**config.mk**
```make
export PLATFORM = sky130hd
export DESIGN_NAME = fifo_wr_arbiter
export DESIGN_NICKNAME = d
export VERILOG_FILES = /design/src/rtl/fifo_wr_arbiter_pkg.sv /design/src/rtl/fifo_wr_arbiter_rr_picker.sv /design/src/rtl/fifo_wr_arbiter.sv
export SDC_FILE = /design/constraint.sdc
export NUM_CORES = 1
export LEC_CHECK = 0
export CORE_ASPECT_RATIO = 1.25
export CORE_MARGIN = 4
export CORE_UTILIZATION = 34
export CTS_CLUSTER_SIZE = 20
export DETAILED_ROUTE_END_ITERATION = 8
export PLACE_DENSITY = 0.86
export REMOVE_ABC_BUFFERS = 1
export SETUP_SLACK_MARGIN = 0.5
export SYNTH_ARGS = -nofsm -noshare
export SYNTH_HDL_FRONTEND = slang
export SYNTH_SLANG_ARGS = --single-unit
```
**constraint.sdc**
```tcl
create_clock -name clk -period 2.85 [get_ports clk]
set_input_delay 0.57 -clock clk [delete_from_list [all_inputs] [get_ports clk]]
set_output_delay 0.57 -clock clk [all_outputs]
set_load 0.01 [all_outputs]
```
**src/rtl/fifo_wr_arbiter_pkg.sv**
```systemverilog
// Shared types and default sizing for the FIFO write-port arbiter.
// Latency: n/a (types and constants only).
// Backpressure: n/a.
package fifo_wr_arbiter_pkg;

   typedef enum logic {ARB, BURST} arb_state_e;

   localparam int ARB_NUM_REQ   = 4;
   localparam int ARB_BURST_LEN = 4;

endpackage

```
**src/rtl/fifo_wr_arbiter_rr_picker.sv**
```systemverilog
// Round-robin picker: first requester strictly after last_owner, wrapping modulo NUM_REQ.
// Latency: purely combinational.
// Backpressure: none; the caller decides when a grant is consumed.
// Ports: req (per-producer requests), last_owner (index granted last),
//        grant_valid (some request present), grant_idx (chosen index, < NUM_REQ).
module rr_picker #(
   parameter int NUM_REQ = 4,
   parameter int IDX_W   = $clog2(NUM_REQ)
) (
   input  logic [NUM_REQ-1:0] req,
   input  logic [IDX_W-1:0]   last_owner,
   output logic               grant_valid,
   output logic [IDX_W-1:0]   grant_idx
);

   // Scan from the farthest offset down to offset 1 so the closest candidate
   // after last_owner is the final assignment. The modulo keeps non-power-of-two
   // NUM_REQ from ever selecting an index past NUM_REQ-1.
   always_comb begin
      grant_valid = 1'b0;
      grant_idx   = '0;
      for (int k = NUM_REQ; k >= 1; k--) begin
         if (req[(int'(last_owner) + k) % NUM_REQ]) begin
            grant_valid = 1'b1;
            grant_idx   = IDX_W'((int'(last_owner) + k) % NUM_REQ);
         end
      end
   end

endmodule

```
**src/rtl/fifo_wr_arbiter.sv**
```systemverilog
// Round-robin arbiter sharing one FIFO write port between NUM_REQ producers, bursts of up to BURST_LEN beats.
// Latency: first ack one cycle after a request is seen in ARB; one ARB bubble between grants.
// Backpressure: fifo_full stalls the owner (no ack, no write, beat count held); ownership kept until drop or burst end.
// Ports: clk, rst (sync, active-high); req/req_data from producers, ack back (one-hot beat accept);
//        fifo_full in, fifo_wr_en/fifo_data_in to the FIFO; owner_id and busy for observation.
module fifo_wr_arbiter
   import fifo_wr_arbiter_pkg::*;
#(
   parameter int NUM_REQ    = ARB_NUM_REQ,
   parameter int DATA_WIDTH = 16,
   parameter int BURST_LEN  = ARB_BURST_LEN,
   localparam int IDX_W     = $clog2(NUM_REQ),
   localparam int CNT_W     = $clog2(BURST_LEN + 1)
) (
   input  logic                          clk,
   input  logic                          rst,
   input  logic [NUM_REQ-1:0]            req,
   input  logic [NUM_REQ*DATA_WIDTH-1:0] req_data,
   output logic [NUM_REQ-1:0]            ack,
   input  logic                          fifo_full,
   output logic                          fifo_wr_en,
   output logic [DATA_WIDTH-1:0]         fifo_data_in,
   output logic [IDX_W-1:0]              owner_id,
   output logic                          busy
);

   arb_state_e       state, state_nxt;
   logic [IDX_W-1:0] owner, owner_nxt;
   logic [IDX_W-1:0] last_owner, last_owner_nxt;
   logic [CNT_W-1:0] beat_cnt, beat_cnt_nxt;

   logic             grant_valid;
   logic [IDX_W-1:0] grant_idx;
   logic             owner_req;
   logic             last_beat;
   logic             wr_fire;

   rr_picker #(
      .NUM_REQ (NUM_REQ),
      .IDX_W   (IDX_W)
   ) u_picker (
      .req         (req),
      .last_owner  (last_owner),
      .grant_valid (grant_valid),
      .grant_idx   (grant_idx)
   );

   // Write-side outputs. The write is also masked by rst so a burst cut by
   // reset never emits a beat in the reset cycle itself.
   always_comb begin
      owner_req    = req[owner];
      busy         = (state == BURST);
      wr_fire      = busy & owner_req & ~fifo_full & ~rst;
      fifo_wr_en   = wr_fire;
      ack          = '0;
      ack[owner]   = wr_fire;
      fifo_data_in = busy ? req_data[int'(owner)*DATA_WIDTH +: DATA_WIDTH] : '0;
      owner_id     = owner;
      last_beat    = (beat_cnt == CNT_W'(BURST_LEN - 1));
   end

   always_comb begin
      state_nxt      = state;
      owner_nxt      = owner;
      last_owner_nxt = last_owner;
      beat_cnt_nxt   = beat_cnt;
      case (state)
         ARB: begin
            if (grant_valid) begin
               owner_nxt    = grant_idx;
               beat_cnt_nxt = '0;
               state_nxt    = BURST;
            end
         end
         BURST: begin
            // A dropped request releases even if the FIFO is full.
            if (!owner_req) begin
               state_nxt      = ARB;
               last_owner_nxt = owner;
            end else if (wr_fire) begin
               beat_cnt_nxt = beat_cnt + 1'b1;
               if (last_beat) begin
                  state_nxt      = ARB;
                  last_owner_nxt = owner;
               end
            end
         end
         default: state_nxt = ARB;
      endcase
   end

   always_ff @(posedge clk) begin
      if (rst) begin
         state      <= ARB;
         owner      <= '0;
         last_owner <= IDX_W'(NUM_REQ - 1);
         beat_cnt   <= '0;
      end else begin
         state      <= state_nxt;
         owner      <= owner_nxt;
         last_owner <= last_owner_nxt;
         beat_cnt   <= beat_cnt_nxt;
      end
   end

endmodule
```
== Word-level counts from Yosys, hierarchy flattened ==
Index checks and enable logic that the tools add are counted.

* Register bits after elaboration: 8
* Input port bits: 71

* Reduce and logical (&&, ||, !) cells: 8
* Shifts and indexed selects: 1
* Bitwise operators: 11
* Add/sub/neg operators: 5
* Magnitude comparators: 6
* Mux-type cells: 37
* Equality and inequality tests: 6

{| class="wikitable"
|+ Operators with widths
! kind !! number
|-
| $shiftx 64x7->16 || 1
|-
| $mux 1 || 18
|-
| $lt 3x4->1 const B || 4
|-
| $mux 16 || 1
|-
| $mux 2 || 7
|-
| $bmux 1 s2 || 5
|-
| $mux 3 || 3
|-
| $reduce_or 2->1 || 4
|-
| $ne 2x2->1 const B || 3
|-
| $pmux 3 s2 || 1
|-
| $reduce_and 3->1 || 2
|-
| $add 2x1->2 const B || 2
|-
| $add 2x2->2 const B || 2
|-
| $and 1x1->1 const A || 4
|-
| $and 4x4->4 || 1
|-
| $ne 2x1->1 const B || 2
|-
| $add 3x1->3 const B || 1
|-
| $and 1x1->1 || 3
|-
| $eq 3x2->1 const B || 1
|-
| $lt 2x3->1 const B || 1
|-
| $not 1->1 || 3
|-
| $demux 1 s2 || 1
|-
| $ge 2x1->1 const B || 1
|-
| $pmux 1 s2 || 1
|-
| 2 further kinds || 2
|}

== Depth between registers and ports, before layout ==
* Word-level depth: 12
* Gate-level depth with buffers: 5
* Gate-level depth less buffers: 5

== Cells and area by module ==
From an unflattened synthesis, not the netlist that was laid out.

* Cell total of the unflattened synthesis: 104
* Area, all modules: 1059.8 sq um

{| class="wikitable"
|+ By module, submodules not included
! module !! instances !! sequential area each (sq um) !! cells an instance !! area each (sq um)
|-
| fifo_wr_arbiter || 1 || 160.2 || 90 || 968.4
|-
| rr_picker || 1 || 0.0 || 14 || 91.3
|}

== Least setup slack after synthesis ==
Ideal clock, no wire load.

* Path type: register -> output
* From: register owner[0], in the netlist owner_id[0]
* To: output fifo_data_in[10]
* Slack: 911 ps
* Cell stages (with the launch flop): 5
* Arrival time: 1369 ps
* Path through: dfxtp_1 -> buf_6 -> buf_6 -> mux4_2 -> and2_1

* Longest elaborated chain between the ends: 2

{| class="wikitable"
|+ Ends and longest elaborated chain
! element !! line !! source
|-
| start, declared || fifo_wr_arbiter.sv:28 || <nowiki>logic [IDX_W-1:0] owner, owner_nxt;</nowiki>
|-
| start signal, assigned || fifo_wr_arbiter.sv:100 || <nowiki>owner <= owner_nxt;</nowiki>
|-
| $shiftx 64x7->16 || fifo_wr_arbiter.sv:57 || <nowiki>fifo_data_in = busy ? req_data[int'(owner)*DATA_WIDTH +: DATA_WIDTH] : '0;</nowiki>
|-
| $mux 16 || fifo_wr_arbiter.sv:57 ||
|-
| end, declared || fifo_wr_arbiter.sv:22 || <nowiki>output logic [DATA_WIDTH-1:0] fifo_data_in,</nowiki>
|}

Every way passes these cells.

== Worst setup path in the final report ==
* From: input req_data[61]
* To: output fifo_data_in[13]

* Longest elaborated chain between the ends: 2

{| class="wikitable"
|+ Ends and longest elaborated chain
! element !! line !! source
|-
| start, declared || fifo_wr_arbiter.sv:18 || <nowiki>input logic [NUM_REQ*DATA_WIDTH-1:0] req_data,</nowiki>
|-
| $shiftx 64x7->16 || fifo_wr_arbiter.sv:57 ||
|-
| $mux 16 || fifo_wr_arbiter.sv:57 ||
|}

Every way passes these cells.

==> results <==
- Across the VDD grid, the largest voltage drop is 268 µV.
- The largest net degree at the start of global routing is 24.
- The count of routing violations after the opening detailed-route iteration is 19.
- The final instance count without filler cells is 239.
- TritonCTS built the clock tree.
- The number of standard cells after synthesis is 102.
- The CTS H-tree depth is 1.
- The critical path endpoint category is an output port.
- For this run, asynchronously set or reset flops after synthesis account for 0.
- The final routed wire length divided by cell count is 16.7 µm.
- The total power divided by cell area is 287 nW/µm².
- The number of buffers on the longest clock path is 2.
- The root buffer cell chosen for the clock tree is sky130_fd_sc_hd__clkbuf_4.
- The global-route wire length before repair is 6070 µm.
- The worst stage delay on the critical path is 470 ps.
- The number of routed nets with antenna violations is 0.
- The run finished with clean final reports.
- The cell family with the largest share of critical-path delay is buffers and inverters.
- The repair_antennas step left the layout with diodes totalling 0.
- The later pin in the worst-skew pair is clocked with a latency of 270 ps.
- The count of nets after finishing is 278.
- Summed over all cells, the static leakage comes to 0.862 nW.
- In the global route stage, overall resource usage came out at 0.189.
- The min-delay analysis places its worst path in the category flop to flop.
- Counting flops with a built-in enable in the synthesized netlist gives 0.
- For this run, the leading register cell type out of synthesis is sky130_fd_sc_hd__dfxtp_1.
- Dividing the detail-routed via count by the number of cells gives 5.15.
- The share of the cycle needed by the critical path after routing is 0.815.
- The fill cell instance count of the final layout is 243.
- The sequential fraction of the synthesis area is 0.147.
- The maximum frequency from static timing analysis is 0.430 GHz.
- Yosys printed 0 warnings.
- Setup repair after global routing could not meet its margin everywhere.
- Wires add up to 4000 µm.
- From synthesis to final layout, the design area changed by 87.7%.
- The number of pins with negative max-slew slack in the final report came to 0.
- The final setup skew is 0.259 ps.
- The floorplan die height is 71.3 µm.
- The area enclosed by the die boundary is 4180 µm².
- The distinct cell type count after synthesis is 32.
- Input and output buffers added on the ports amount to 94.
- Among all stages on the critical path, the largest delay is contributed by sky130_fd_sc_hd__mux4_2.
- For this design the top-level I/O count stands at 95.
- The DRC violation count after routing is 0.
- The initial antenna violation count came to 0.
- For the pin with the worst max-slew slack, the measured transition is 404 ps.
- The number of core rows is 22.
- The first-pass detailed-route iteration total is 4.
- The effective utilization at floorplan is 0.364.
- The post-layout minimum cycle time is 2320 ps.
- Counting the buffers created by CTS gives 3.
- The aggregate global routing overflow is 0.
- The weighted congestion reported at the end of routability-driven placement is 0.803.
- The via count of the routed design is 1231.
- At the worst endpoint, the required time is 2280 ps.
- The half-perimeter wire length of the detailed placement result is 3350 µm.
- The area of the core is 3000 µm².
- The path depth of the worst reg2reg path is 5.
- In this run the mean area of a mapped cell was 10.7 µm².
- Counting instances, the worst hold path has a depth of 1.
- The design draws 0.587 mW.
- The final number of setup-violating endpoints is 0.
- In this run the number of cells on the critical path is 4.
- The via count of the first global-routing pass is 1287.
- CTS saw 8 sinks.
- The critical path start-end classification is input port to output port.
- The peak fanout along the critical path is 1.
- After routing, the total negative slack on setup checks comes to 0 ps.
- The kind of launch point of the worst setup path is an input port.
- Synthesis inferred 8 register bits.
- Counting tap cells, the placed design contains a total of 233 instances.
- The number of endpoints with negative hold slack in the final report came to 0.
- Final hold analysis gives a worst-case slack of 482 ps.
- Measured against its own limit, the worst slew margin works out to 0.730.
- In the layout the commonest cells are sky130_fd_sc_hd__clkdlybuf4s50_1, sky130_fd_sc_hd__buf_2, sky130_fd_sc_hd__mux4_2, sky130_fd_sc_hd__and2_1, sky130_fd_sc_hd__buf_4.
- The number of max-cap violations is 0.
- The number of buffer and inverter stages on the critical path is 2.
- The critical path data arrival time is 1750 ps.
- The most frequent standard cell in the layout excluding fill and tap cells is sky130_fd_sc_hd__clkdlybuf4s50_1.
- The chip width is 58.7 µm.
- Summing every instance area after synthesis gives 1090 µm².
- Traced cell by cell, the critical path runs through clkdlybuf4s50_1 -> mux4_2 -> and2_1 -> clkbuf_2.
- In the final layout, the share of cells above drive strength 1 is 0.310.
- The clock-pin slew on the worst setup and hold paths is 60 ps.
==> what timing repair did <==
action | 4_1_cts | 5_1_grt
setup buffers | 3 | 0
hold buffers | 0 | 0
pin swaps | 1 | 0
setup endpoints to repair | 21 | 4
cloned | 0 | 0
hold endpoints to repair | 0 | 0
gates resized for setup | 75 | 6
==> layer usage <==
layer  share of wire  global-route usage  up-vias  wire, µm
met2            0.56               0.381       61      2250
met5               0                   0        -         0
met4           0.016              0.0605        0        65
met1            0.32               0.173      573      1290
met3           0.097              0.0523        7       388
li1                -                   -      590         -
==> final timing paths <==
check / start / end / slack [ps]
min reg2reg: beat_cnt[0] / beat_cnt[0] / 480
max: req_data[61] / fifo_data_in[13] / 530
min: beat_cnt[0] / beat_cnt[0] / 480
max reg2reg: owner_id[0] / beat_cnt[1] / 1250
==> synth_stat cells (3+ instances only) <==
library cell | instances | area share
sky130_fd_sc_hd__clkbuf_1 | 3 | 0.010
sky130_fd_sc_hd__dfxtp_1 | 8 | 0.15
sky130_fd_sc_hd__buf_2 | 4 | 0.018
sky130_fd_sc_hd__nand2_1 | 5 | 0.017
sky130_fd_sc_hd__nor3b_2 | 3 | 0.034
sky130_fd_sc_hd__nor2_1 | 8 | 0.028
sky130_fd_sc_hd__buf_6 | 3 | 0.031
sky130_fd_sc_hd__inv_1 | 3 | 0.010
sky130_fd_sc_hd__mux2i_1 | 6 | 0.055
sky130_fd_sc_hd__and2_1 | 16 | 0.092
sky130_fd_sc_hd__mux4_2 | 16 | 0.33
==> where the power goes <==
| group | switching, mW | internal [mW] |
|---|---|---|
| sequential | 0.0133 | 0.122 |
| clock | 0.0461 | 0.0487 |
| combinational | 0.130 | 0.228 |
==> cell families (layout without fill, tap and decap cells) <==
| family | Yosys count | after routing | share of synthesized area |
|---|---|---|---|
| simple gates | 44 | 44 | 0.261 |
| fa+ha+maj | 2 | 2 | 0.0229 |
| flops | 8 | 8 | 0.147 |
| compound gates | 10 | 10 | 0.0826 |
| mux | 24 | 24 | 0.413 |
| buf+inv | 14 | 115 | 0.0734 |
==> cell type report <==
type,count,area [µm²],share of cell area
Sequential cell,8,160,0.0782
Multi-Input combinational cell,80,851,0.415
Clock buffer,3,22.5,0.0110
Tap cell,36,45.0,0.0220
Timing Repair Buffer,108,955,0.466
Inverter,4,15.0,0.00733
==> registers in the layout, summed over array words and instances, names as in the netlist <==
signal	flops
busy	1
last_owner	2
beat_cnt	3
owner_id	2
==> through the flow <==
| stage | cell area, µm² | util | setup WS (ps) |
|---|---|---|---|
| after detailed placement | 2110 | 0.702 | 161 |
| after floorplan | 1030 | - | 410 |
| final | 2050 | 0.683 | 526 |
| after global routing | 2050 | 0.683 | 489 |
| after CTS | 2070 | 0.689 | 361 |
| after global placement | 2110 | 0.702 | 221 |
(Power assumes the default switching activity.)
